## config.mk

```make
export PLATFORM = sky130hd
export DESIGN_NAME = gray_ptr_rd_ctrl
export DESIGN_NICKNAME = d
export VERILOG_FILES = /design/src/rtl/gray_ptr_rd_ctrl.sv
export SDC_FILE = /design/constraint.sdc
export NUM_CORES = 1
export LEC_CHECK = 0
export ABC_AREA = 1
export CAP_MARGIN = 20
export CORE_ASPECT_RATIO = 0.8
export CORE_MARGIN = 8
export CORE_UTILIZATION = 50
export CTS_BUF_LIST = sky130_fd_sc_hd__clkbuf_4 sky130_fd_sc_hd__clkbuf_8 sky130_fd_sc_hd__clkbuf_16
export DETAILED_ROUTE_END_ITERATION = 10
export PLACE_DENSITY = 0.83
export SLEW_MARGIN = 25
export SYNTH_ARGS = -nofsm -noshare
export SYNTH_HDL_FRONTEND = slang
export SYNTH_SLANG_ARGS = --single-unit
```

## constraint.sdc

```tcl
create_clock -name clk -period 3.3 [get_ports clk]
set_input_delay 0.495 -clock clk [delete_from_list [all_inputs] [get_ports clk]]
set_output_delay 0.495 -clock clk [all_outputs]
set_load 0.05 [all_outputs]
```

## src/rtl/gray_ptr_rd_ctrl.sv

```systemverilog
// Read-side pointer controller for the async FIFO: write-pointer synchronizer, read pointers, flags and level.
// Optional sticky underflow flag is enabled with `define GRAY_PTR_RD_UNDERFLOW_EN.
module gray_ptr_rd_ctrl #(
    parameter int ADDR_WIDTH  = 4,
    parameter int SYNC_STAGES = 2,
    parameter int AE_THRESH   = 1,
    localparam int P          = ADDR_WIDTH + 1
) (
    input  logic                  clk,
    input  logic                  rst_n,
    input  logic [P-1:0]          wr_ptr_gry,
    input  logic                  rd_en,
    output logic [ADDR_WIDTH-1:0] rd_addr,
    output logic                  rd_valid,
    output logic [P-1:0]          rd_ptr_gry,
    output logic                  empty,
    output logic                  almost_empty,
    output logic [P-1:0]          rd_level,
    output logic                  underflow
);

    logic [SYNC_STAGES-1:0][P-1:0] sync_q;
    logic [P-1:0] wsync_gry;
    logic [P-1:0] wsync_bin;
    logic [P-1:0] rd_ptr_bin;
    logic [P-1:0] rd_bin_next;
    logic [P-1:0] rd_gry_next;
    logic [P-1:0] level_next;
    logic         rd_acc;

    // Plain flop chain; stage 0 is the only one that sees the asynchronous input.
    always_ff @(posedge clk or negedge rst_n) begin
        if (!rst_n) sync_q <= '0;
        else        sync_q <= {sync_q[SYNC_STAGES-2:0], wr_ptr_gry};
    end

    assign wsync_gry = sync_q[SYNC_STAGES-1];

    // Each binary bit is the XOR of all Gray bits at or above it.
    always_comb begin
        wsync_bin = '0;
        for (int i = 0; i < P; i++) wsync_bin[i] = ^(wsync_gry >> i);
    end

    assign rd_acc      = rd_en & ~empty;
    assign rd_bin_next = rd_ptr_bin + {{(P-1){1'b0}}, rd_acc};
    assign rd_gry_next = (rd_bin_next >> 1) ^ rd_bin_next;
    assign level_next  = wsync_bin - rd_bin_next;
    assign rd_addr     = rd_ptr_bin[ADDR_WIDTH-1:0];

    always_ff @(posedge clk or negedge rst_n) begin
        if (!rst_n) begin
            rd_ptr_bin   <= '0;
            rd_ptr_gry   <= '0;
            rd_valid     <= 1'b0;
            rd_level     <= '0;
            empty        <= 1'b1;
            almost_empty <= 1'b1;
        end else begin
            rd_ptr_bin   <= rd_bin_next;
            rd_ptr_gry   <= rd_gry_next;
            rd_valid     <= rd_acc;
            rd_level     <= level_next;
            empty        <= (rd_gry_next == wsync_gry);
            almost_empty <= (level_next <= P'(AE_THRESH));
        end
    end

`ifdef GRAY_PTR_RD_UNDERFLOW_EN
    always_ff @(posedge clk or negedge rst_n) begin
        if (!rst_n)              underflow <= 1'b0;
        else if (rd_en && empty) underflow <= 1'b1;
    end
`else
    assign underflow = 1'b0;
`endif

endmodule

```

==> impl_metrics.csv <==
group,metric,value,unit
status,status,"finished clean",
worst_setup_path,endpoint,"almost_empty$_DFF_PN1_",
finish,drive_above_1_share,9.677,%
clock_tree,cts_tree,"yes",
logic_synthesis,synth_top_area_cell,"dfrtp_1",
logic_synthesis,ys_types,22,
timing,max_slew_margin,66.03,%
clock_tree,post_cts_buffers,0,
timing,fin_setup_tns,0,ps
clock_tree,numCtsBuffers,3,
drt,first_pass_iters,4,
worst_setup_path,critPathArrivalTime,2800,ps
timing,fin_crit_sh,76.42,%
grt,grt_pass1_vias,846,
placed_design,placedCellCount,178,
timing,rsz0062_at_grt,"false",
drt,drc_errors,0,
timing,setup_slack,778.0,ps
drt,drt_iter0_markers,34,
timing,worst_pin_slew,507.9,ps
placed_design,portBuffers,24,
job,max_cap_viol_count,0,
logic_synthesis,syn-num-nets,140,
logic_synthesis,yosysSeqAreaShare,54.47,%
min_path,whs_path_depth,0,
clock_tree,cts_resized,0,
logic_synthesis,synth_flop_cell,"dfrtp_1",
logic_synthesis,synth-seq-cells,27,
clock_tree,h-tree-depth,1,
worst_setup_path,rr_startpoint,"empty$_DFF_PN1_",
worst_setup_path,critPathLaunchType,"primary input",
worst_setup_path,path_class,"in2reg",
finish,nNetsFinal,169,
clock_tree,cts_hold_buffers,0,
floorplan,start_util,51.82,%
worst_setup_path,regToRegEndpoint,"almost_empty$_DFF_PN1_",
grt,overflow,0,
worst_setup_path,cp-startpoint,"rd_en",
timing,fmax,0.3965,GHz
worst_setup_path,r2r_cells,15,
drt,via_per_inst,4.769,
grt,grt_pass1_wl,3.712,mm
clock_tree,clk_pin_slew,140,ps
placed_design,dp_hpwl,1.722,mm
floorplan,dieArea,4353,um^2
grt,track_usage,10.98,%
clock_tree,cts_root_buf,"clkbuf_4",
drt,routedWlPerCell,11.72,um
floorplan,fp.coreArea,2402,um^2
logic_synthesis,yosys_warnings,0,
logic_synthesis,synth_edf_count,0,
finish,n_antenna_cell,0,
floorplan,io_pins,26,
floorplan,die_h,60.63,um
worst_setup_path,endpoint_kind,"flip-flop",
timing,setup_viol,0,
worst_setup_path,regToRegSetupSlack,880,ps
drt,route.vias.total,868,
grt,antenna_found_initial,0,
timing,hold_viol,0,
clock_tree,worstSkewPairLatency,330,ps
logic_synthesis,synth_area,1245,um^2
worst_setup_path,crit_fanout,4,
timing,fin_crit,2522,ps
clock_tree,clk_path_buf_depth,2,
grt,grt_max_degree,28,
logic_synthesis,synth_commonest_cells,"nand2_1 (33), dfrtp_1 (25), inv_1 (20)",
logic_synthesis,synth_top_area_share,50.25,%
timing,finClkSkew,8.778,ps
finish,fin_cells,182,
floorplan,die_x,71.79,um
min_path,hp-class,"reg2reg",
logic_synthesis,synthArstFlopShare,100.0,%
finish,area_growth_syn_to_layout,23.92,%
drt,drt_wl_total,2.133,mm
logic_synthesis,synth.most_common_cell,"nand2_1",
timing,finalMaxSlewViolations,0,
logic_synthesis,synth_area_leaders,"dfrtp_1 (50%), nand2_1 (9.9%), xor2_1 (6.3%)",
floorplan,rows,16,
placed_design,gp_congestion,0.8883,
drt,ant_nets,0,
placed_design,post-place-ws,452.0,ps
logic_synthesis,syn_inst,127,
clock_tree,numClockSinks,27,
worst_setup_path,cp.required,3580,ps
logic_synthesis,synth.avg_cell_area,9.803,um^2
-- per-stage QoR --
step,area (um^2),util [%],hold slack [ps]
after global placement,1515,63.07,333.9
after floorplan,1245,-,199.4
final,1543,64.22,365.3
after detailed placement,1515,63.07,338.9
after global routing,1543,64.22,372.6
after CTS,1543,64.22,370.2
-- critical path, stage by stage --
cell and delay [ps]:
clkdlybuf4s50_1 450, inv_1 40, nor2_1 80, ha_1 230, ha_1 310, inv_1 170
nand3_1 170, nand2_1 100, inv_1 40, ha_1 180, inv_1 70, nand2_1 70
nand2_1 70, nand2_1 60, nor2_1 90, nand3_1 90, nor2_2 80
-- kinds of logic (layout without fill, tap and decap cells) --
kind of cell | Yosys count | count (layout) | synth area share [%]
xor+xnor | 13 | 13 | 11.86
fa+ha+maj | 5 | 5 | 5.025
compound gates | 1 | 1 | 0.6032
flops | 27 | 27 | 54.47
simple gates | 57 | 57 | 19.90
buf+inv | 23 | 51 | 7.839
other cells | 1 | 1 | 0.3012
-- layout by cell type (no fill, tap or decap) --
cell / count
clkbuf_4: 3
conb_1: 1
nand2_2: 1
nand3_1: 10
xnor2_4: 1
inv_2: 1
xor2_2: 1
buf_4: 2
a21boi_0: 1
ha_1: 5
dfrtp_1: 25
nand2_1: 33
xor2_1: 9
xnor2_1: 1
nor2_2: 1
nand3_2: 1
dfstp_2: 2
clkinv_2: 1
nor2_1: 7
nand4_1: 3
xnor2_2: 1
clkdlybuf4s50_1: 24
inv_1: 20
and2_1: 1
-- layout make-up --
| class | instances | area (um^2) |
|---|---|---|
| Fill cell | 203 | 859.6 |
| Sequential cell | 27 | 678.2 |
| Multi-Input combinational cell | 77 | 469.2 |
| Timing Repair Buffer | 26 | 255.2 |
| Inverter | 21 | 78.83 |
| Tap cell | 27 | 33.78 |
| Clock buffer | 3 | 22.52 |
| Clock inverter | 1 | 5.005 |
-- layer usage --
metal | GRT usage, % | wire, um
met5 | 0 | 0
met4 | 2.319 | 0
met3 | 4.290 | 141
met2 | 18.52 | 1004
met1 | 13.07 | 988
-- state kept, by name (all words and copies together) (netlist names) --
register,count
rd_valid,1
empty,1
almost_empty,1
sync_q,5
wsync_gry,5
rd_level,5
rd_ptr_bin,5
rd_ptr_gry,4
-- worst min-delay path by stage --
stage,slack [ps],endpoint,start
2_1_floorplan,200,rd_level[0]$_DFF_PN0_,rst_n
3_3_place_gp,330,wsync_gry[4]$_DFF_PN0_,sync_q[4]$_DFF_PN0_
3_5_place_dp,340,wsync_gry[3]$_DFF_PN0_,sync_q[3]$_DFF_PN0_
4_1_cts,370,wsync_gry[3]$_DFF_PN0_,sync_q[3]$_DFF_PN0_
5_1_grt,370,wsync_gry[3]$_DFF_PN0_,sync_q[3]$_DFF_PN0_
6_report,370,wsync_gry[3]$_DFF_PN0_,sync_q[3]$_DFF_PN0_
Power is left out: the tool's default activity adds up to more than one toggle a clock period on the data nets, which glitch-free logic cannot reach.
